==> config.mk <==
export PLATFORM = sky130hd
export DESIGN_NAME = mwb_pipe
export DESIGN_NICKNAME = d
export VERILOG_FILES = /design/src/rtl/mwb_pipe.sv
export SDC_FILE = /design/constraint.sdc
export NUM_CORES = 1
export LEC_CHECK = 0
export CORE_ASPECT_RATIO = 2
export CORE_MARGIN = 4
export CORE_UTILIZATION = 38
export CTS_CLUSTER_DIAMETER = 30
export DETAILED_ROUTE_END_ITERATION = 16
export GPL_TIMING_DRIVEN = 0
export MAX_ROUTING_LAYER = met4
export PLACE_DENSITY = 0.81
export RECOVER_POWER = 25
export SYNTH_ARGS = -nofsm -noshare
export SYNTH_HDL_FRONTEND = slang
export SYNTH_SLANG_ARGS = --single-unit
==> constraint.sdc <==
create_clock -name clk -period 3.2 [get_ports clk]
set_input_delay 0.64 -clock clk [delete_from_list [all_inputs] [get_ports clk]]
set_output_delay 0.64 -clock clk [all_outputs]
set_load 0.02 [all_outputs]
==> src/rtl/mwb_pipe.sv <==
// MEM->WB pipeline register with configurable depth, stall/flush, writeback mux and occupancy count.
// Optional decode-stage hazard compare ports are enabled by defining MWB_HAZARD_EN.
module mwb_pipe #(
  parameter int DATA_W = 32,
  parameter int REG_AW = 5,
  parameter int STAGES = 1
) (
  input  logic                         clk,
  input  logic                         rst,
  input  logic                         stall,
  input  logic                         flush,
  input  logic                         mvalid,
  input  logic                         mwreg,
  input  logic                         mm2reg,
  input  logic [REG_AW-1:0]            mdestreg,
  input  logic [DATA_W-1:0]            mr,
  input  logic [DATA_W-1:0]            mdo,
  output logic                         wvalid,
  output logic                         wwreg,
  output logic                         wm2reg,
  output logic [REG_AW-1:0]            wdestreg,
  output logic [DATA_W-1:0]            wr,
  output logic [DATA_W-1:0]            wdo,
  output logic [DATA_W-1:0]            wdata,
  output logic                         we,
  output logic [$clog2(STAGES+1)-1:0]  inflight
`ifdef MWB_HAZARD_EN
  ,
  input  logic [REG_AW-1:0]            rs,
  input  logic [REG_AW-1:0]            rt,
  output logic                         hit_rs,
  output logic                         hit_rt
`endif
);

  localparam int CNT_W = $clog2(STAGES + 1);

  generate
    if (STAGES < 1 || STAGES > 4) begin : g_bad_stages
      $error("mwb_pipe: STAGES must be in 1..4");
    end
  endgenerate

  logic [STAGES-1:0] valid_q, valid_d;
  logic [STAGES-1:0] wreg_q,  wreg_d;
  logic [STAGES-1:0] m2reg_q, m2reg_d;
  logic [REG_AW-1:0] dest_q [STAGES];
  logic [REG_AW-1:0] dest_d [STAGES];
  logic [DATA_W-1:0] r_q    [STAGES];
  logic [DATA_W-1:0] r_d    [STAGES];
  logic [DATA_W-1:0] do_q   [STAGES];
  logic [DATA_W-1:0] do_d   [STAGES];
  logic [CNT_W-1:0]  cnt_q, cnt_d;

  // Stage advance: flush clears control bits only, stall holds everything, else shift.
  always_comb begin
    valid_d = valid_q;
    wreg_d  = wreg_q;
    m2reg_d = m2reg_q;
    dest_d  = dest_q;
    r_d     = r_q;
    do_d    = do_q;
    if (flush) begin
      valid_d = '0;
      wreg_d  = '0;
      m2reg_d = '0;
    end else if (!stall) begin
      // Bubbles still capture data fields; only control bits are masked.
      valid_d[0] = mvalid;
      wreg_d[0]  = mvalid & mwreg;
      m2reg_d[0] = mvalid & mm2reg;
      dest_d[0]  = mdestreg;
      r_d[0]     = mr;
      do_d[0]    = mdo;
      for (int k = 1; k < STAGES; k++) begin
        valid_d[k] = valid_q[k-1];
        wreg_d[k]  = wreg_q[k-1];
        m2reg_d[k] = m2reg_q[k-1];
        dest_d[k]  = dest_q[k-1];
        r_d[k]     = r_q[k-1];
        do_d[k]    = do_q[k-1];
      end
    end else begin
      valid_d = valid_q;
    end
  end

  // Occupancy is the popcount of the next valid vector, so it tracks the stages exactly.
  always_comb begin
    cnt_d = '0;
    for (int k = 0; k < STAGES; k++) begin
      cnt_d = cnt_d + CNT_W'(valid_d[k]);
    end
  end

  // Stage and occupancy registers.
  always_ff @(posedge clk or posedge rst) begin
    if (rst) begin
      valid_q <= '0;
      wreg_q  <= '0;
      m2reg_q <= '0;
      cnt_q   <= '0;
      for (int k = 0; k < STAGES; k++) begin
        dest_q[k] <= '0;
        r_q[k]    <= '0;
        do_q[k]   <= '0;
      end
    end else begin
      valid_q <= valid_d;
      wreg_q  <= wreg_d;
      m2reg_q <= m2reg_d;
      cnt_q   <= cnt_d;
      for (int k = 0; k < STAGES; k++) begin
        dest_q[k] <= dest_d[k];
        r_q[k]    <= r_d[k];
        do_q[k]   <= do_d[k];
      end
    end
  end

  assign wvalid   = valid_q[STAGES-1];
  assign wwreg    = wreg_q[STAGES-1];
  assign wm2reg   = m2reg_q[STAGES-1];
  assign wdestreg = dest_q[STAGES-1];
  assign wr       = r_q[STAGES-1];
  assign wdo      = do_q[STAGES-1];
  assign inflight = cnt_q;

  // Writeback mux and register-0 suppressed write enable.
  always_comb begin
    if (wm2reg) begin
      wdata = wdo;
    end else begin
      wdata = wr;
    end
    we = wvalid & wwreg & (wdestreg != {REG_AW{1'b0}});
  end

`ifdef MWB_HAZARD_EN
  // Any in-flight valid write to a nonzero register matching a decode source.
  always_comb begin
    hit_rs = 1'b0;
    hit_rt = 1'b0;
    for (int k = 0; k < STAGES; k++) begin
      if (valid_q[k] && wreg_q[k] && (dest_q[k] != {REG_AW{1'b0}})) begin
        hit_rs = hit_rs | (dest_q[k] == rs);
        hit_rt = hit_rt | (dest_q[k] == rt);
      end else begin
        hit_rs = hit_rs;
      end
    end
  end
`endif

endmodule

Word level (Yosys, flattened, before mapping). Cells that the tools add are included. Widths: inputs -> output; s select.

Output and inout bits: 106. Bits of input ports: 76. Register bits: 72. Word-level logic and storage cells: 22.

Mux-type cells: 7. Reductions and logical operators: 2. Equal/unequal tests: 1. Bitwise gates (word level): 6.

Operators by type and width (number): $mux 32 (1); $mux 1 (6); $reduce_bool 5->1 (1); $and 1x1->1 (4); $ne 2x1->1 const B (1); $not 1->1 (2); $reduce_and 2->1 (1).

Logic depth before layout (Yosys ltp).
Word-level depth: 3. Depth in mapped cells: 4. Mapped depth without buffers: 2.

Worst setup path after synthesis. OpenSTA, ideal clock, no wires.

Path type: register to output. Start point: reg m2reg_q (netlist: wm2reg). End point: out wdata[0]. Cell stages (with the launch flop): 4. Path buffers: 2. Data required time: 2.560 ns. Slack: 1.268 ns. Arrival time: 1.292 ns. Cells stage by stage: dfrtp_1 -> clkbuf_1 -> buf_2 -> mux2_2.

Word-level cells in the longest chain between the ends: 1.

RTL lines: from (decl) (RTL line 46) `logic [STAGES-1:0] m2reg_q, m2reg_d;`; from (signal assigned) (RTL line 111) `m2reg_q <= m2reg_d;`; $mux 32 (RTL line 131) `if (wm2reg) begin`; to (decl) (RTL line 24) `output logic [DATA_W-1:0] wdata,`.

Every way passes these cells.

Worst setup path after layout.
Start point: reg m2reg_q (netlist: wm2reg). End point: out wdata[3].

Same word-level chain as after synthesis.

==> metrics.md <==
| Metric | Value |
|---|---|
| Crit path max-delay cell type | clkdlybuf4s50_1 |
| Yosys warning total | 0 |
| H-Tree Depth | 3 |
| Worst-case clock buffer depth | 2 |
| Synth Register Bits | 72 |
| Multi-input logic area | 0.001244 mm^2 |
| Metal-1 WL | 3287 um |
| Nets | 466 |
| R2R Path End | wm2reg$_DFFE_PP0P_ |
| Vias | 2393 |
| Met2 WL | 5712 um |
| Max-cap viol count | 0 |
| Clk sinks | 72 |
| Height of the chip | 136.2 um |
| Hold WC Path Type | reg -> reg |
| Top Metal Used | met4 |
| Synth area leaders | dfrtp_1 58%, mux2_2 33%, mux2_4 4.8% |
| Internal reg-to-reg setup slack | 1.96 ns |
| Initial Util | 39.04% |
| Reg2reg path depth | 4 |
| Wire length per cell | 19.82 um |
| Area delta synth->final | 73.08% |
| Clock Tree Root | clkbuf_16 |
| Final worst slack | 0.3240 ns |
| Fmax | 347.7 MHz |
| TritonCTS clock tree | built |
| Crit path max fanout | 10 |
| Internal | 2.331 mW |
| Final non-filler cell total | 491 |
| Sequential area share after synthesis | 57.69% |
| Largest net degree at the start of global routing | 44 |
| # hold bufs at CTS | 0 |
| Leak Pwr | 2.219 nW |
| Cts repair resizes | 0 |
| CP Capture Type | output port |
| DR WL met3 | 404 um |
| Final min period | 2.876 ns |
| Inserted Diodes | 0 |
| Fill cells | 643 |
| Synth unique cells | 16 |
| Clock-pin slew on the worst setup and hold paths | 0.06 ns |
| Pins Over Slew Limit | 0 |
| Clock power frac | 32.9% |
| Post-synth top area cell | dfrtp_1 |
| Worst hold path cell count | 1 |
| Pwr per Cell Area | 606.3 mW/mm^2 |
| Fin. Hold Viols | 0 |
| Placed Instances | 475 |
| Req. time, crit path | 2.56 ns |
| Final setup vio count | 0 |
| # Post-CTS Setup Buffers | 0 |
| Max VDD drop | 451.6 uV |
| Hold Crit Endpoint | wr[27]$_DFFE_PP0P_ |
| Worst setup SP type | flip-flop |
| Hold path start | wr[27]$_DFFE_PP0P_ |
| Post-route ant nets | 0 |
| 1st-iter DRT viols | 72 |
| Slew HR | 2.677% |
| # rows | 46 |
| Vias per Instance | 4.874 |
| Worst r2r src | wm2reg$_DFFE_PP0P_ |
| RSZ-0062 raised after global routing | false |
| Critical path arrival | 2.24 ns |
| Number of antenna violations at the first check in global routing | 0 |
| Final WL | 9731 um |
| Storage cell area | 0.001802 mm^2 |
| Tot GR Track Use | 20.91% |
| RePlAce Congestion | 0.7860 |
| NetSw | 0.9460 mW |
| Critical path class | reg -> out |
| Cells along the critical path | clkbuf_1, buf_2, mux2_2, clkdlybuf4s50_1 |
| Fin Clk Skew | 0 ns |
| Vias in the first global route | 2673 |
| Combinational group share of total power | 32.1% |
| Share of power burned in registers | 35.0% |
| Post-synth top area share | 57.69% |
| First-pass GRT wire length | 14630 um |
| Syn_nets | 273 |
| Grt total ovfl | 0 |
| Final period utilization | 89.87% |
| Pre-CTS WS | 0.6437 ns |
| Post-synthesis cell area | 0.003123 mm^2 |
| IO buf count | 181 |
| I/O pin count | 182 |
| Least-Margin Pin Slew | 1.452 ns |
| Status | completed |
| Syn avg cell area | 15.85 um^2 |
| Worst-Skew Late Latency | 0.33 ns |
| Core ar. | 0.008000 mm^2 |
| Remaining DRCs | 0 |
| Number of buffers created by CTS | 9 |
| Die W | 72.11 um |
| Die area | 0.009821 mm^2 |
| Share of cells above drive strength 1 | 33.16% |
| TritonRoute pass-1 iters | 4 |
| Sw Ratio | 28.87% |
| Dpl hpwl | 7594 um |
| Cell count after synthesis | 197 |
| Largest stage delay, worst path | 0.56 ns |
## flip-flops by register name (all words and copies together), names as in the netlist
signal	flops
wdestreg	5
inflight	1
wwreg	1
wm2reg	1
wr	32
wdo	32
## power groups by stage
stage / combinational [mW] / sequential (mW) / clock, mW
floorplan: 0.340 / 1.30 / 0
global placement: 1.04 / 1.16 / 0
detailed placement: 1.06 / 1.16 / 0
CTS: 1.07 / 1.15 / 1.10
global route: 1.10 / 1.17 / 1.13
finish: 1.05 / 1.15 / 1.08
## cells in the mapped netlist
library cell and number:
a21oi_1 2, buf_2 8, buf_4 1, buf_6 2, clkbuf_1 1, dfrtp_1 72, inv_1 1, mux2_2 91
mux2_4 10, mux2i_1 1, nand2_1 2, nand3b_1 2, nor2_1 1, nor2_2 1, o311a_1 1, or3_1 1
## layout make-up
type,count,share of cell area [%]
clock buffers,10,4.421
well taps,96,2.222
inverters,1,0.09259
repair buffers,182,34.03
plain buffers,12,1.366
multi-input cells,112,23.01
clock inverters,6,1.528
flip-flops and latches,72,33.33
## worst max-delay path: cells and delay by family (launching register included)
family	cells	cell delay, ns
flops	1	0.34
mux	1	0.38
buf+inv	3	1.18
## layer usage
metal	vias up	GRT usage, %
li1	1089	-
met1	1187	20.98
met2	99	37.72
met3	18	2.739
met4	0	11.82
met5	-	-
## worst max path at each step
stage	start	end	slack (ns)	depth (start not counted)
after floorplan	rst	inflight$_DFFE_PP0P_	0.74	1
final	wm2reg$_DFFE_PP0P_	wdata[3]	0.32	4
after CTS	wm2reg$_DFFE_PP0P_	wdata[3]	0.27	4
after global placement	rst	wr[30]$_DFFE_PP0P_	-0.55	2
after detailed placement	wm2reg$_DFFE_PP0P_	wdata[3]	0.64	4
after global routing	wm2reg$_DFFE_PP0P_	wdata[0]	0.22	4
## cells by family after synthesis
group	share of synthesized area [%]
AND/OR/NAND/NOR	1.242
buffers and inverters	2.484
flip-flops	57.69
AO/OA/AOI/OAI	0.6411
multiplexers	37.94
## metrics by stage
stage	area, um^2	utilization (%)	setup TNS [ns]	hold slack [ns]	power (mW)
3_3_place_gp	5055	63.18	-39.36	0.5087	2.193
2_1_floorplan	3123	-	0	0.6130	1.644
3_5_place_dp	5085	63.56	0	0.5199	2.225
6_report	5405	67.56	0	0.5296	3.277
5_1_grt	5405	67.56	0	0.5394	3.396
4_1_cts	5406	67.58	0	0.5331	3.311
## layout by cell type (no fill, tap or decap), types with 2 or more instances in the layout
cell	instances
clkdlybuf4s50_1	179
clkinv_2	3
nand2_1	2
mux2_4	10
buf_6	2
mux2_2	91
dfrtp_1	72
nand3b_1	2
bufinv_16	2
a21oi_1	2
clkbuf_16	9
buf_2	8
dlygate4sd3_1	2
Note: power is estimated with default switching activity, not from simulation.
